## src/rtl/pipe_pkg.sv

```systemverilog
// +--------------------------------------------------------------------------+
// | pipe_pkg                                                                 |
// | Shared state encodings and reset-fill helper for the pipeline skid stage.|
// | Revision: 1.0                                                            |
// +--------------------------------------------------------------------------+
`default_nettype none

package pipe_pkg;

  typedef logic [1:0] state_t;

  localparam state_t ST_EMPTY = 2'd0;
  localparam state_t ST_ONE   = 2'd1;
  localparam state_t ST_FULL  = 2'd2;

  // Bit idx of a 32-bit pattern repeated across an arbitrarily wide payload.
  function automatic logic fill_bit(input logic [31:0] pattern, input int unsigned idx);
    logic [4:0] sel;
    sel = idx[4:0];
    return pattern[sel];
  endfunction

endpackage

`default_nettype wire

```

## src/rtl/pipe_data_reg.sv

```systemverilog
// +--------------------------------------------------------------------------+
// | pipe_data_reg                                                            |
// | DATA_W enable register, async reset, synchronous clear to RST_VAL.       |
// | Revision: 1.0                                                            |
// +--------------------------------------------------------------------------+
`default_nettype none

module pipe_data_reg #(
  parameter int unsigned         DATA_W  = 32,
  parameter logic [DATA_W-1:0]   RST_VAL = '0
) (
  input  logic              clk,
  input  logic              reset,
  input  logic              en_i,
  input  logic              clr_i,
  input  logic [DATA_W-1:0] d_i,
  output logic [DATA_W-1:0] q_o
);

  logic [DATA_W-1:0] data_q;

  always_ff @(posedge clk or posedge reset) begin
    if (reset) begin
      data_q <= RST_VAL;
    end else if (clr_i) begin
      data_q <= RST_VAL;
    end else if (en_i) begin
      data_q <= d_i;
    end
  end

  assign q_o = data_q;

endmodule

`default_nettype wire

```

## src/rtl/pipe_skid_reg.sv

```systemverilog
// +--------------------------------------------------------------------------+
// | pipe_skid_reg                                                            |
// | Valid/ready pipeline stage register with 2-entry skid buffer.            |
// | Optional macro PIPE_ZERO_PAYLOAD_EN: invalidated payloads -> RESET_VAL.  |
// | Revision: 1.0                                                            |
// +--------------------------------------------------------------------------+
`default_nettype none

module pipe_skid_reg
  import pipe_pkg::*;
#(
  parameter int unsigned DATA_W    = 32,
  parameter logic [31:0] RESET_VAL = 32'd0
) (
  input  logic              clk,
  input  logic              reset,
  input  logic              flush,
  input  logic              in_valid,
  output logic              in_ready,
  input  logic [DATA_W-1:0] in_data,
  output logic              out_valid,
  input  logic              out_ready,
  output logic [DATA_W-1:0] out_data,
  output logic [1:0]        occupancy
);

  function automatic logic [DATA_W-1:0] f_reset_fill();
    logic [DATA_W-1:0] v;
    v = '0;
    for (int unsigned i = 0; i < DATA_W; i++) begin
      v[i] = fill_bit(RESET_VAL, i);
    end
    return v;
  endfunction

  localparam logic [DATA_W-1:0] C_RST_VAL = f_reset_fill();

`ifdef PIPE_ZERO_PAYLOAD_EN
  localparam logic C_ZERO_PAYLOAD = 1'b1;
`else
  localparam logic C_ZERO_PAYLOAD = 1'b0;
`endif

  state_t            state_q, state_d;
  logic              main_valid, skid_valid;
  logic              push, pop;
  logic              main_load, main_from_skid, main_clr;
  logic              skid_load, skid_clr;
  logic [DATA_W-1:0] main_d;
  logic [DATA_W-1:0] main_data_q, skid_data_q;

  always_ff @(posedge clk or posedge reset) begin
    if (reset) begin
      state_q <= ST_EMPTY;
    end else begin
      state_q <= state_d;
    end
  end

  assign main_valid = (state_q == ST_ONE) || (state_q == ST_FULL);
  assign skid_valid = (state_q == ST_FULL);

  // in_ready depends only on registered state, never on out_ready.
  assign in_ready  = !skid_valid && !reset;
  assign out_valid = main_valid;
  assign occupancy = {1'b0, main_valid} + {1'b0, skid_valid};

  assign push = in_valid && in_ready;
  assign pop  = main_valid && out_ready;

  always_comb begin
    state_d        = state_q;
    main_load      = 1'b0;
    main_from_skid = 1'b0;
    main_clr       = 1'b0;
    skid_load      = 1'b0;
    skid_clr       = 1'b0;
    if (flush) begin
      state_d  = ST_EMPTY;
      main_clr = C_ZERO_PAYLOAD;
      skid_clr = C_ZERO_PAYLOAD;
    end else begin
      case (state_q)
        ST_EMPTY: begin
          if (push) begin
            state_d   = ST_ONE;
            main_load = 1'b1;
          end
        end
        ST_ONE: begin
          if (push && pop) begin
            main_load = 1'b1;
          end else if (push) begin
            state_d   = ST_FULL;
            skid_load = 1'b1;
          end else if (pop) begin
            state_d  = ST_EMPTY;
            main_clr = C_ZERO_PAYLOAD;
          end
        end
        ST_FULL: begin
          if (pop) begin
            state_d        = ST_ONE;
            main_load      = 1'b1;
            main_from_skid = 1'b1;
            skid_clr       = C_ZERO_PAYLOAD;
          end
        end
        default: begin
          state_d = ST_EMPTY;
        end
      endcase
    end
  end

  assign main_d = main_from_skid ? skid_data_q : in_data;

  pipe_data_reg #(
    .DATA_W  (DATA_W),
    .RST_VAL (C_RST_VAL)
  ) u_main (
    .clk   (clk),
    .reset (reset),
    .en_i  (main_load),
    .clr_i (main_clr),
    .d_i   (main_d),
    .q_o   (main_data_q)
  );

  pipe_data_reg #(
    .DATA_W  (DATA_W),
    .RST_VAL (C_RST_VAL)
  ) u_skid (
    .clk   (clk),
    .reset (reset),
    .en_i  (skid_load),
    .clr_i (skid_clr),
    .d_i   (in_data),
    .q_o   (skid_data_q)
  );

  assign out_data = main_data_q;

`ifndef SYNTHESIS
  a_skid_implies_main: assert property (@(posedge clk) disable iff (reset)
    skid_valid |-> main_valid);
  a_legal_state: assert property (@(posedge clk) disable iff (reset)
    state_q != 2'd3);
`endif

endmodule

`default_nettype wire

```

## config.mk

```make
export PLATFORM = sky130hd
export DESIGN_NAME = pipe_skid_reg
export DESIGN_NICKNAME = d
export VERILOG_FILES = /design/src/rtl/pipe_pkg.sv /design/src/rtl/pipe_data_reg.sv /design/src/rtl/pipe_skid_reg.sv
export SDC_FILE = /design/constraint.sdc
export NUM_CORES = 1
export LEC_CHECK = 0
export BUFFER_PORTS_ARGS = -buffer_cell sky130_fd_sc_hd__clkbuf_2
export CAP_MARGIN = 20
export CELL_PAD_IN_SITES_DETAIL_PLACEMENT = 0
export CELL_PAD_IN_SITES_GLOBAL_PLACEMENT = 1
export CORE_MARGIN = 3
export CORE_UTILIZATION = 40
export DETAILED_ROUTE_END_ITERATION = 8
export HOLD_SLACK_MARGIN = 0.1
export PLACE_DENSITY_LB_ADDON = 0.08
export SETUP_SLACK_MARGIN = 0.2
export SLEW_MARGIN = 10
export SYNTH_ARGS = -nofsm -noshare
export SYNTH_HDL_FRONTEND = slang
export SYNTH_SLANG_ARGS = --single-unit
```

## constraint.sdc

```tcl
create_clock -name clk -period 2.95 [get_ports clk]
set_input_delay 0.59 -clock clk [delete_from_list [all_inputs] [get_ports clk]]
set_output_delay 0.59 -clock clk [all_outputs]
set_load 0.02 [all_outputs]
```

Word level (Yosys, flattened, before mapping)
Cells that the tools add are included.
{ "word_totals": {"output_inout_bits": 36, "word_cells": 37, "latchBits": 0, "inputBits": 37, "n_memories": 0, "ram_bits": 0, "reg_bits": 66, "romBits": 0} }
{ "classes": {"n_mux": 18, "order_cmp": 0, "eq_ne": 6, "n_addsub": 1, "bitwise": 0, "n_mul": 0, "n_div": 0, "reduce_logical": 9, "shift": 0} }
{ "op_table": {"columns": ["operator", "n"], "rows": [
  ["$mux W32", 1],
  ["$mux W2", 6],
  ["$mux W1", 9],
  ["$ne A3 B3 Y1 const B", 2],
  ["$pmux W2 S3", 1],
  ["$logic_and A1 B1 Y1", 4],
  ["$ne A4 B4 Y1 const B", 1],
  ["$reduce_and A4 Y1", 1],
  ["$ne A3 B2 Y1 const B", 1],
  ["$pmux W1 S3", 1],
  ["$add A1 B1 Y2", 1],
  ["$eq A2 B1 Y1 const B", 1],
  ["$eq A2 B2 Y1 const B", 1],
  ["$logic_not A1 Y1", 2],
  ["$logic_not A2 Y1", 1],
  ["$logic_or A1 B1 Y1", 1]
]} }

Logic depth before layout (Yosys ltp)
{ "depth": {"word_depth": 8, "ltp_mapped": 7, "depth_no_buf": 6} }

By module
A second synthesis with hierarchy kept.
{ "hier_totals": {"cells_unflattened": 277, "hier_area_um2": 3329.4} }
{ "modules_own_cells": {"columns": ["mod", "instances", "cells_each", "area_each_um2", "seq_area_each_um2"], "rows": [
  ["pipe_data_reg", 2, 104, 1327.5, 800.8],
  ["pipe_skid_reg", 1, 69, 674.4, 50.0]
]} }

Worst setup path before layout
No wires, ideal clock.
{ "synth_timing": {"path_kind": "flip-flop to flip-flop", "startpoint": "register state_q[0]", "endpoint": "register u_main.data_q[0], in the netlist u_main.q_o[0]", "stages_incl_launch_ff": 8, "setup_slack_ns": 0.887, "setup_ns": 0.125, "arrival_time_ns": 1.938, "period_less_slack_ns": 2.063, "cell_sequence": "dfrtp_1 -> inv_1 -> ha_1 -> and4bb_2 -> nand3_2 -> a21boi_4 -> buf_6 -> mux2_2"} }
{ "synth_via": {"elab_chain_cells": 8} }
{ "synth_rtl": {"columns": ["element", "line", "source"], "rows": [
  ["start: declaration", "pipe_skid_reg.sv:44", "state_t state_q, state_d;"],
  ["start signal: assignment", "pipe_skid_reg.sv:56", "state_q <= state_d;"],
  ["$eq A2 B2 Y1", "pipe_skid_reg.sv:60, pipe_skid_reg.sv:61, pipe_skid_reg.sv:83", null],
  ["$logic_not A1 Y1", "pipe_skid_reg.sv:64", "assign in_ready = !skid_valid && !reset;"],
  ["$logic_and A1 B1 Y1", "pipe_skid_reg.sv:64", null],
  ["$logic_and A1 B1 Y1", "pipe_skid_reg.sv:68", "assign push = in_valid && in_ready;"],
  ["$logic_and A1 B1 Y1", "pipe_skid_reg.sv:91", "if (push && pop) begin"],
  ["$mux W1", "pipe_skid_reg.sv:91", null],
  ["$pmux W1 S3", "pipe_skid_reg.sv:83", "case (state_q)"],
  ["$mux W1", "pipe_skid_reg.sv:78", "if (flush) begin"],
  ["end signal: assignment", "pipe_data_reg.sv:28", "data_q <= d_i;"],
  ["end: declaration", "pipe_data_reg.sv:20", "logic [DATA_W-1:0] data_q;"]
]} }
Several ways; a longest one is shown, not always the timed one.
A chain may end at the register's enable or synchronous reset.

Worst setup path after layout
{ "layout_timing": {"startpoint": "register state_q[0]", "endpoint": "register u_main.data_q[8], in the netlist u_main.q_o[8]"} }
The elaborated chain is that of the path after synthesis.

==> reports/metrics.yaml <==
yosys:
  synth_most_common_cell: "mux2_2"
  netlist_area_um2: 3010
  seq_area_frac_synth: 0.549
  synth_top_area_frac: 0.549
  synth-simple-area-share: 0.0258
  yosys_warnings: 0
  synthMuxAreaShare: 0.366
  syn_inst: 198
  ys_top_cells_by_count: "mux2_2 (97), dfrtp_1 (66), buf_2 (6)"
  synthAdderAreaFrac: 0.0208
  synth_edf_count: 0
  synth_top_family_by_area: "multiplexers"
  synth_nets: 240
  yosys-top-cells-area: "dfrtp_1 (55%), mux2_2 (36%), ha_1 (2.1%), buf_6 (1.1%), buf_2 (1.0%)"
  synthXorXnorAreaFrac: 0
  ys.flop_type: "dfrtp_1"
  async_flop_share: 1.00
  ys_ff_latch: 66
  synth_top_cell_by_area: "dfrtp_1"
  yosysUniqueCellTypes: 18
  syn_area_per_cell_um2: 15.2
  synth-compound-area-share: 0.0137
critical_path:
  crit_arrival_ns: 2.38
  cp_max_fo: 20
  max_stage_delay_ns: 0.39
  endpoint_kind: "flop"
  crit_type: "reg -> reg"
  slowest_stage: "dfrtp_1"
  cp_cell_sequence: "inv_1, ha_1, and4bb_2, nand3_2, a21boi_4, buf_4, mux2_2"
  startpoint_type: "flop"
  worst_ep_required_time_ns: 3.16
timing:
  report.final.hold_viol_count: 0
  fin_tns_setup_ns: 0
  maxSlewViolCount: 0
  rsz0062_at_grt: "false"
  min_period_over_period: 0.733
  clock-skew-final_ns: 0.00557
  setup_viol: 0
  clock.fmax_ghz: 0.462
  slew_headroom: 0.531
  fin_crit_ns: 2.16
  worst_slew_pin_slew_ns: 0.703
clock_tree:
  cts_tree: "built"
  root_buffer: "clkbuf_8"
  post_cts_buffers: 0
  clk_pin_slew_worst_paths_ns: 0.07
  postCtsHoldBufs: 0
  cts_buffers: 9
  insertion_delay_ns: 0.33
  cts_buffer_depth: 2
  htree_levels: 3
  clock_sinks: 66
  ctsResizeCount: 0
routing:
  postRouteAntennaNets: 0
  avgRoutedWirePerCell_um: 14.9
  drt_wl_total_mm: 5.61
  post-route-drc-count: 0
  via_per_inst: 4.97
  vias: 1872
  drtIter0Drc: 57
  dr.pass1.iters: 4
global_route:
  grt_max_degree: 35
  grt_antenna_before_repair: 0
  grt_pass1_wl_mm: 9.22
  grt_pass1_vias: 1854
  gr-total-overflow: 0
  grt_use_total: 0.139
placed_design:
  dp_hpwl_mm: 3.86
  port_buffers: 72
  gp_congestion: 0.664
  place_area_um2: 3480
floorplan:
  fp.dieArea_um2: 8600
  core_area_um2: 7060
  start_util: 0.427
  design.portCount: 73
  num_rows: 30
  die-width_um: 92.8
  die_h_um: 92.8
min_path:
  hold_path_class: "in -> async"
run_status:
  status: "completed"
power_and_ir_drop:
  leakage_nw: 1.73
  power_density_nw_per_um2: 877
  peakVddDrop_mv: 0.372
layout:
  area_growth_pct: 21.5
  drive_gt1_frac: 0.683
  antenna_cells: 0
  fin_area_um2: 3660
  final_nets: 320
flow_run:
  max_cap_viol_count: 0
[cell usage in the layout (no fill, tap or decap), drive strengths merged]
master  count
and4bb      1
nand2b      1
a21oi       1
mux2       97
nor3b       1
clkinv      3
nand3b      2
a21boi      1
inv         3
nand3       1
clkbuf     82
ha          5
mux2i       1
bufinv      1
a22oi       1
o211a       1
dfrtp      66
buf         6
nand2       3
nor2        4
[logic make-up after synthesis]
logic type	count (synthesis)
DFF	66
and+or+nand+nor	13
AOI/OAI and AO/OA	4
adders and majority gates	5
muxes	98
buffers and inverters	12
[final cells by class]
| cell class | instances | area (µm²) |
|---|---|---|
| fill | 656 | 3400 |
| sequential | 66 | 1650 |
| multi-input combinational | 120 | 1280 |
| timing repair buffer | 78 | 418 |
| clock buffer | 10 | 128 |
| tap | 96 | 120 |
| clock inverter | 4 | 45.0 |
| inverter | 3 | 11.3 |
[routing by layer]
layer / global-route usage / wire, µm / vias to the layer above
met5: 0 / 0 / -
met2: 0.207 / 2580 / 48
met4: 0.0659 / 84 / 0
met3: 0.0374 / 287 / 9
met1: 0.187 / 2660 / 949
li1: - / - / 866
[power by group]
| group | internal (W) | leakage (nW) | switching (W) |
|---|---|---|---|
| Combinational | 0.000500 | 0.839 | 0.000515 |
| Sequential | 0.00131 | 0.803 | 0.000190 |
| Clock | 0.000377 | 0.0918 | 0.000319 |
| Total | 0.00218 | 1.73 | 0.00102 |
[path summary, 6_finish.rpt]
kind                                startpoint        endpoint  slack (ns)  depth (start not counted)
worst max-delay path                state_q[0]   u_main.q_o[8]        0.79                          7
worst min-delay path                     reset  u_main.q_o[14]        0.39                          2
worst max register to register      state_q[0]   u_main.q_o[8]        0.79                          7
worst min register to register  u_skid.q_o[16]  u_skid.q_o[16]        0.50                          1
max in group asynchronous                reset      state_q[1]        1.92                          3
min in group clk                u_skid.q_o[16]  u_skid.q_o[16]        0.50                          1
[worst max-delay path: cells and delay by family, from the launching register on]
| family | cells | cell delay (ns) |
|---|---|---|
| AO/OA/AOI/OAI | 1 | 0.17 |
| adder cells (fa/ha/maj) | 1 | 0.25 |
| buffers and inverters | 2 | 0.41 |
| flip-flops | 1 | 0.39 |
| multiplexers | 1 | 0.37 |
| AND/OR/NAND/NOR | 2 | 0.45 |
[per-stage QoR]
stage,setup slack (ns),hold slack (ns),total power [W],util,std cells
finish,0.788,0.392,0.00321,0.518,377
global route,0.639,0.447,0.00342,0.518,377
CTS,0.765,0.403,0.00326,0.518,377
detailed placement,0.761,0.490,0.00255,0.494,363
global placement,0.758,0.483,0.00252,0.494,363
floorplan,0.705,0.475,0.00220,-,198
[sequential cells by signal, indices dropped and copies added, names as in the netlist]
register    cells
u_main.q_o     32
u_skid.q_o     32
state_q         2
No activity file was read; power rests on OpenSTA's default activity.
